**config.mk**
```make
export PLATFORM = sky130hd
export DESIGN_NAME = cmd_rx_wrapper
export DESIGN_NICKNAME = d
export VERILOG_FILES = /design/src/rtl/cmd_rx_wrapper.sv
export SDC_FILE = /design/constraint.sdc
export NUM_CORES = 1
export LEC_CHECK = 0
export BUFFER_PORTS_ARGS = -buffer_cell sky130_fd_sc_hd__buf_2
export CAP_MARGIN = 10
export CORE_ASPECT_RATIO = 1.4
export CORE_MARGIN = 2
export CORE_UTILIZATION = 55
export DETAILED_ROUTE_END_ITERATION = 7
export GPL_ROUTABILITY_DRIVEN = 0
export MAX_ROUTING_LAYER = met4
export PLACE_DENSITY = 0.77
export SLEW_MARGIN = 5
export SYNTH_ARGS = -nofsm -noshare
export SYNTH_HDL_FRONTEND = slang
export SYNTH_SLANG_ARGS = --single-unit
```
**constraint.sdc**
```tcl
create_clock -name clk -period 5.94 [get_ports clk]
set_input_delay 1.188 -clock clk [delete_from_list [all_inputs] [get_ports clk]]
set_output_delay 1.188 -clock clk [all_outputs]
set_load 0.01 [all_outputs]
```
**src/rtl/cmd_rx_wrapper.sv**
```systemverilog
`default_nettype none
// ============================================================================
// cmd_rx_wrapper : 8N1 UART receiver assembling two bytes into a 16-bit command
// Revision 1.0
// ============================================================================
module cmd_rx_wrapper #(
  parameter int BAUD_DIV = 2604,
  parameter int HALF_DIV = BAUD_DIV / 2
) (
  input  logic        clk,
  input  logic        rst_n,
  input  logic        RX,
  input  logic        clr_cmd_rdy,
  output logic [15:0] cmd,
  output logic        cmd_rdy,
  output logic        frm_err
);

  localparam logic [11:0] BAUD_LOAD = 12'(BAUD_DIV);
  localparam logic [11:0] HALF_LOAD = 12'(HALF_DIV);

  localparam logic [1:0] S_IDLE  = 2'd0;
  localparam logic [1:0] S_START = 2'd1;
  localparam logic [1:0] S_DATA  = 2'd2;
  localparam logic [1:0] S_STOP  = 2'd3;

  localparam logic [0:0] W_HIGH = 1'b0;
  localparam logic [0:0] W_LOW  = 1'b1;

  logic        rx_meta;
  logic        rx_sync;
  logic [1:0]  state;
  logic [11:0] baud_cnt;
  logic [3:0]  bit_cnt;
  logic [7:0]  shift;
  logic [0:0]  word_state;
  logic [7:0]  hi_byte;

  logic baud_exp;
  logic start_det;
  logic byte_rdy;
  logic frm_bad;

  // Both synchronizer flops preset high so reset never looks like a start bit.
  always_ff @(posedge clk or negedge rst_n) begin
    if (!rst_n) begin
      rx_meta <= 1'b1;
      rx_sync <= 1'b1;
    end else begin
      rx_meta <= RX;
      rx_sync <= rx_meta;
    end
  end

  assign baud_exp  = (baud_cnt == 12'd1);
  assign start_det = (state == S_IDLE) && !rx_sync;
  assign byte_rdy  = (state == S_STOP) && baud_exp && rx_sync;
  assign frm_bad   = (state == S_STOP) && baud_exp && !rx_sync;

  always_ff @(posedge clk or negedge rst_n) begin
    if (!rst_n) begin
      state    <= S_IDLE;
      baud_cnt <= 12'd0;
      bit_cnt  <= 4'd0;
      shift    <= 8'h00;
    end else begin
      case (state)
        S_IDLE: begin
          if (!rx_sync) begin
            baud_cnt <= HALF_LOAD;
            state    <= S_START;
          end
        end
        S_START: begin
          if (baud_exp) begin
            if (rx_sync) begin
              state <= S_IDLE;
            end else begin
              baud_cnt <= BAUD_LOAD;
              bit_cnt  <= 4'd0;
              state    <= S_DATA;
            end
          end else begin
            baud_cnt <= baud_cnt - 12'd1;
          end
        end
        S_DATA: begin
          if (baud_exp) begin
            shift    <= {rx_sync, shift[7:1]};
            baud_cnt <= BAUD_LOAD;
            bit_cnt  <= bit_cnt + 4'd1;
            if (bit_cnt == 4'd7) begin
              state <= S_STOP;
            end
          end else begin
            baud_cnt <= baud_cnt - 12'd1;
          end
        end
        S_STOP: begin
          if (baud_exp) begin
            state <= S_IDLE;
          end else begin
            baud_cnt <= baud_cnt - 12'd1;
          end
        end
        default: state <= S_IDLE;
      endcase
    end
  end

  always_ff @(posedge clk or negedge rst_n) begin
    if (!rst_n) begin
      frm_err <= 1'b0;
    end else begin
      frm_err <= frm_bad;
    end
  end

  // A framing error drops any held high byte so the next byte starts a new word.
  always_ff @(posedge clk or negedge rst_n) begin
    if (!rst_n) begin
      word_state <= W_HIGH;
      hi_byte    <= 8'h00;
      cmd        <= 16'h0000;
    end else if (frm_bad) begin
      word_state <= W_HIGH;
    end else if (byte_rdy) begin
      if (word_state == W_HIGH) begin
        hi_byte    <= shift;
        word_state <= W_LOW;
      end else begin
        cmd        <= {hi_byte, shift};
        word_state <= W_HIGH;
      end
    end
  end

  // Setting has priority over both clearing sources.
  always_ff @(posedge clk or negedge rst_n) begin
    if (!rst_n) begin
      cmd_rdy <= 1'b0;
    end else if (byte_rdy && (word_state == W_LOW)) begin
      cmd_rdy <= 1'b1;
    end else if (clr_cmd_rdy || (start_det && (word_state == W_HIGH))) begin
      cmd_rdy <= 1'b0;
    end
  end

endmodule
`default_nettype wire

```
==> results.json, run 1 <==
{
  "p_switching_mw": 0.133,
  "path_buf_inv": 1,
  "r2r_setup_slack_ns": 3.59,
  "rsz0062_at_grt": "no",
  "holdPathStages": 0,
  "diodes": 0,
  "cts_root_buf": "clkbuf_8",
  "status": "finished clean",
  "yosys_warnings": 0,
  "drcViolationCount": 0,
  "synth-seq-area-share": 0.520,
  "power.internal_mw": 0.464,
  "grt_max_degree": 56,
  "cts_hold_buf": 0,
  "path_cells": "inv_1 > ha_1 > nor3b_2 > and4_1 > nand4_4 > mux2_4",
  "cellLeakagePower_nw": 1.42,
  "finalHoldViolations": 0,
  "synth_area_leaders": "dfrtp_1 50%, mux2_2 8.9%, mux2_4 5.1%, ha_1 3.8%, nand2_1 2.7%",
  "slowest_delay_ns": 0.48,
  "ys.flop_type": "dfrtp_1",
  "numCtsBuffers": 5,
  "p_comb_frac": 0.015,
  "synth_cells": 226,
  "cts_tree": "done",
  "start_kind": "register",
  "final.setup.tns_ns": 0,
  "power_density_nw_per_um2": 207,
  "worstHoldStart": "rx_meta$_DFF_PN1_",
  "synth-edff-count": 0,
  "rows": 29,
  "worst-slew-pin-transition_ns": 0.861,
  "fillers": 382,
  "place_ws_ns": 3.62,
  "hold_class": "reg -> reg",
  "dr.pass1.iters": 6,
  "crit_arrival_ns": 2.54,
  "path_max_fanout": 17,
  "post_cts_buffers": 0,
  "syn-cell-area_sq_um": 2650,
  "ys_async_sr_fraction": 1.00,
  "period_minus_slack_ns": 2.35,
  "yosysMostFrequentCell": "dfrtp_1",
  "stdcell_count": 308,
  "end_kind": "register",
  "final_max_slew_viol_count": 0,
  "required_ns": 6.13,
  "initial_core_util": 0.580,
  "syn_nets": 238,
  "ys_ff_latch": 55,
  "synth.avg_cell_area_sq_um": 11.7,
  "clockBufferDepth": 2,
  "r2r_start": "baud_cnt[1]$_DFFE_PN0P_",
  "die_h_microns": 86.2,
  "clkLatencyLatePin_ns": 0.30,
  "place_area_sq_um": 2790,
  "max_freq_mhz": 425,
  "power_frac_clock": 0.353,
  "fin_area_sq_um": 2890,
  "maxCapViolations": 0,
  "ff2ff_path_depth": 6,
  "grt_pass1_vias": 1839,
  "syn_to_final_growth_pct": 8.83,
  "vias": 1825,
  "routed_wl_mm": 4.83,
  "r2r-end": "cmd[13]$_DFFE_PN0P_",
  "drive_above_1_share": 0.280,
  "peakVddDrop_v": 0.000183,
  "cts.sinks": 55,
  "synthTopCellsByCount": "53 x dfrtp_1, 21 x mux2_2, 19 x nand2_1",
  "grt_use_total": 0.201,
  "antenna_found_initial": 0,
  "yosysTopAreaCellShare": 0.500,
  "ant_nets": 0,
  "sequentialPowerShare": 0.632,
  "place_inst": 300,
  "gr-total-overflow": 0,
  "drt_iter0_markers": 109,
  "finalClockSkew_ns": 0.00827,
  "worst_slack_ns": 3.59,
  "clk_pin_slew_ns": 0.10,
  "wl_per_cell_microns": 15.7,
  "dp_hpwl_mm": 3.42,
  "fp.dieArea_sq_um": 5400,
  "cts.htree.levels": 2,
  "holdPathEnd": "rx_sync$_DFF_PN1_",
  "cpMaxStageDelayCell": "and4_1",
  "timing.final.crit_share": 0.396,
  "cts_resized": 0,
  "maxSlewHeadroom": 0.421,
  "die_x_microns": 62.7,
  "design.core.area_sq_um": 4570,
  "vias_per_cell": 5.93,
  "critical_path_class": "reg -> reg",
  "power_switching_share": 0.223,
  "fin_nets": 257,
  "io_buffer_count": 21,
  "grt_pass1_wl_mm": 8.29,
  "io_pins": 22,
  "finalSetupViolations": 0,
  "yosysTopAreaCell": "dfrtp_1",
  "critical_path.top_delay_family": "simple AND/OR/NAND/NOR gates",
  "power_mw": 0.597,
  "ys_types": 47
}
-- metal layers --
metal / vias up / track usage / part of all wire
met1: 894 / 0.236 / 0.44
met5: - / - / 0
met4: 0 / 0.0869 / 0.023
met3: 11 / 0.0381 / 0.033
met2: 56 / 0.338 / 0.51
li1: 864 / - / -
-- sequential cells by signal, summed over array words and instances, names as in the netlist, named ones only --
name / count
baud_cnt: 12
bit_cnt: 4
cmd: 16
cmd_rdy: 1
frm_err: 1
hi_byte: 8
rx_meta: 1
rx_sync: 1
shift: 8
state: 1
word_state: 1
-- power groups by stage --
| stage | Clock [mW] | Sequential, mW | Combinational [mW] |
|---|---|---|---|
| 4_1_cts | 0.217 | 0.377 | 0.00965 |
| 3_5_place_dp | 0 | 0.384 | 0.00960 |
| 3_3_place_gp | 0 | 0.384 | 0.00958 |
| 5_1_grt | 0.230 | 0.377 | 0.0110 |
| 6_report | 0.211 | 0.377 | 0.00896 |
| 2_1_floorplan | 0 | 0.383 | 0.00180 |
-- how the worst max path moves through the flow --
stage	start	endpoint	depth (start not counted)
after floorplan	state[0]$_DFFE_PN0P_	baud_cnt[6]$_DFFE_PN0P_	8
after global placement	baud_cnt[1]$_DFFE_PN0P_	cmd[10]$_DFFE_PN0P_	6
after detailed placement	baud_cnt[1]$_DFFE_PN0P_	cmd[10]$_DFFE_PN0P_	6
after CTS	baud_cnt[1]$_DFFE_PN0P_	cmd[12]$_DFFE_PN0P_	6
after global routing	baud_cnt[1]$_DFFE_PN0P_	baud_cnt[11]$_DFFE_PN0P_	7
final	baud_cnt[1]$_DFFE_PN0P_	cmd[13]$_DFFE_PN0P_	6
-- stage by stage --
stage,hold WS [ns],util
6_report,0.361,0.631
5_1_grt,0.369,0.631
4_1_cts,0.361,0.631
3_5_place_dp,0.347,0.610
3_3_place_gp,0.346,0.610
2_1_floorplan,0.345,-
-- worst reg2reg max path, delay by kind of cell (launching register included) --
kind,cells,cell delay [ns]
buffers and inverters,1,0.10
AND/OR/NAND/NOR,3,1.17
flip-flops,1,0.41
adder cells (fa/ha/maj),1,0.14
multiplexers,1,0.42
-- cells in the final DEF (no fill, tap or decap), types with 2 or more instances in the layout --
cell	n
a211oi_1	2
buf_2	21
mux2_1	2
mux2_2	21
a31oi_1	5
dfrtp_1	53
or3_1	6
nand3_1	2
inv_1	9
nor3_1	6
mux2_4	9
a21oi_1	14
nor4_1	4
nor2_1	14
o22ai_1	3
o22a_1	3
clkbuf_8	5
and2_1	2
a21o_1	3
o21ai_0	5
mux2i_1	2
ha_1	8
o41ai_1	2
dfstp_2	2
nand2_1	19
-- area by class of cell --
type	instances	area, sq um	share of cell area
Clock buffer	5	68.8	0.0239
Clock inverter	3	27.5	0.00954
Inverter	9	33.8	0.0117
Multi-Input combinational cell	152	1190	0.411
Sequential cell	55	1380	0.478
Tap cell	62	77.6	0.0269
Timing Repair Buffer	22	113	0.0390
-- cells by family after synthesis --
logic type	after synthesis	synth area share
compound gates	45	0.112
fa+ha+maj	8	0.0378
buf+inv	19	0.0326
flops	55	0.520
mux	34	0.156
simple gates	65	0.141
(Power assumes the default switching activity.)
==> run 2, diff against run 1 <==
==> constraint.sdc (replaced) <==
create_clock -name clk -period 2.25 [get_ports clk]
set_input_delay 0.45 -clock clk [delete_from_list [all_inputs] [get_ports clk]]
set_output_delay 0.45 -clock clk [all_outputs]
set_load 0.01 [all_outputs]
==> results.json, run 2 (synthesis results as in run 1) <==
{
  "rsz0062_at_grt": "yes",
  "diodes": 0,
  "use_met2": 0.380,
  "gr-total-overflow": 0,
  "mostFrequentLayoutCell": "dfrtp_1",
  "design.core.area_sq_um": 4570,
  "rows": 29,
  "vias_per_cell": 5.88,
  "cellLeakagePower_nw": 1.50,
  "drive_above_1_share": 0.318,
  "cts_tree": "done",
  "wl_per_cell_microns": 16.3,
  "cts.sinks": 55,
  "worst-slew-pin-transition_ns": 0.577,
  "crit_arrival_ns": 2.36,
  "finalClockSkew_ns": 0.00591,
  "dr.pass1.iters": 5,
  "final_max_slew_viol_count": 0,
  "period_minus_slack_ns": 2.16,
  "reg.largest.list": "cmd (16), baud_cnt (12)",
  "end_kind": "register",
  "max_freq_mhz": 463,
  "cts_hold_buf": 0,
  "maxSlewHeadroom": 0.615,
  "initial_core_util": 0.580,
  "slowest_delay_ns": 0.41,
  "cts_root_buf": "clkbuf_8",
  "finalHoldViolations": 0,
  "critical_path_class": "reg -> reg",
  "peakVddDrop_v": 0.000405,
  "path_max_fanout": 9,
  "die_x_microns": 62.7,
  "grt_pass1_vias": 1907,
  "hold_class": "in -> async",
  "final_cell_mix": "53 x dfrtp_1, 21 x mux2_2, 21 x buf_2",
  "syn_to_final_growth_pct": 14.0,
  "crit_path_start": "baud_cnt[1]$_DFFE_PN0P_",
  "dp_hpwl_mm": 3.84,
  "status": "finished clean",
  "r2r_start": "baud_cnt[1]$_DFFE_PN0P_",
  "io_buffer_count": 21,
  "r2r-end": "hi_byte[1]$_DFFE_PN0P_",
  "clk_pin_slew_ns": 0.10,
  "routed_wl_mm": 5.21,
  "start_kind": "register",
  "top_usage_layer": "met2",
  "fillers": 371,
  "required_ns": 2.45,
  "largest_register": "cmd",
  "fin_nets": 269,
  "fin_area_sq_um": 3020,
  "ant_nets": 0,
  "vias": 1883,
  "antenna_found_initial": 0,
  "grt_max_degree": 31,
  "power_density_nw_per_um2": 525,
  "largest_reg_flops": 16,
  "finalSetupViolations": 0,
  "drt_iter0_markers": 75,
  "clockBufferDepth": 2,
  "power_mw": 1.59,
  "grt_pass1_wl_mm": 9.04,
  "ff2ff_path_depth": 7,
  "drcViolationCount": 0,
  "place_area_sq_um": 2910,
  "r2r_setup_slack_ns": 0.09,
  "io_pins": 22,
  "clkLatencyLatePin_ns": 0.31,
  "numCtsBuffers": 5,
  "grt_use_total": 0.220,
  "maxCapViolations": 0,
  "fp.dieArea_sq_um": 5400,
  "use_met3": 0.0394,
  "timing.final.crit_share": 0.959,
  "grt.met1_usage": 0.253,
  "cts.htree.levels": 2,
  "cpMaxStageDelayCell": "dfrtp_1",
  "die_h_microns": 86.2,
  "path_cells": "inv_1 > ha_1 > nor3b_2 > nand4_2 > nor3_4 > buf_12 > mux2_2"
}
run 2: changes by cell type in the layout (fill, tap and decap cells not counted):
cell      delta
buf_4        +8
clkinv_2     +1
and4_2       +1
clkinv_4     -1
and4_1       -1
buf_12       +4
run 2: how the worst max path moves through the flow:
stage	end	slack (ns)	depth (start not counted)
global route	hi_byte[2]$_DFFE_PN0P_	-0.03	7
CTS	hi_byte[5]$_DFFE_PN0P_	0.08	7
detailed placement	cmd[12]$_DFFE_PN0P_	0.002	6
global placement	cmd[10]$_DFFE_PN0P_	0.08	6
floorplan	baud_cnt[6]$_DFFE_PN0P_	0.21	8
finish	hi_byte[1]$_DFFE_PN0P_	0.09	7
run 2: critical path: cells and delay by family (launching register included):
family	cells	cell delay [ns]
adder cells (fa/ha/maj)	1	0.14
flip-flops	1	0.41
AND/OR/NAND/NOR	3	0.92
buffers and inverters	2	0.26
multiplexers	1	0.33
run 2: layout make-up:
cell class | instances | area (sq um) | share of cell area
clock buffers | 5 | 68.8 | 0.0228
clock inverters | 3 | 23.8 | 0.00786
inverters | 9 | 33.8 | 0.0112
multi-input cells | 152 | 1190 | 0.393
flip-flops and latches | 55 | 1380 | 0.456
well taps | 62 | 77.6 | 0.0257
repair buffers | 34 | 253 | 0.0836
run 2: power breakdown:
| part | internal [mW] | switching, mW | leakage, nW |
|---|---|---|---|
| sequential | 0.991 | 0.00366 | 0.726 |
| clock | 0.226 | 0.340 | 0.0461 |
| combinational | 0.00637 | 0.0205 | 0.728 |
run 2: timing repair:
| item | 4_1_cts | 5_1_grt |
|---|---|---|
| gates resized for setup | 0 | 1 |
| pin swaps | 1 | 0 |
| setup endpoints to repair | 10 | 18 |
| setup buffers | 1 | 0 |
run 2: layer usage:
metal  wire length, microns  vias up
li1                       -      883
met3                    165        7
met1                   2210      948
met4                     91        0
met2                   2740       45
met5                      0        -
run 2: per-stage QoR:
step                      hold slack (ns)  std cells  TNS (ns)  worst slack, ns  utilization
after global routing                0.177        320    -0.179          -0.0281        0.661
after detailed placement            0.347        311         0          0.00244        0.636
final                               0.122        320         0           0.0924        0.661
after global placement              0.347        311         0           0.0792        0.636
after floorplan                     0.154        226         0            0.214            -
after CTS                           0.140        320         0           0.0773        0.661
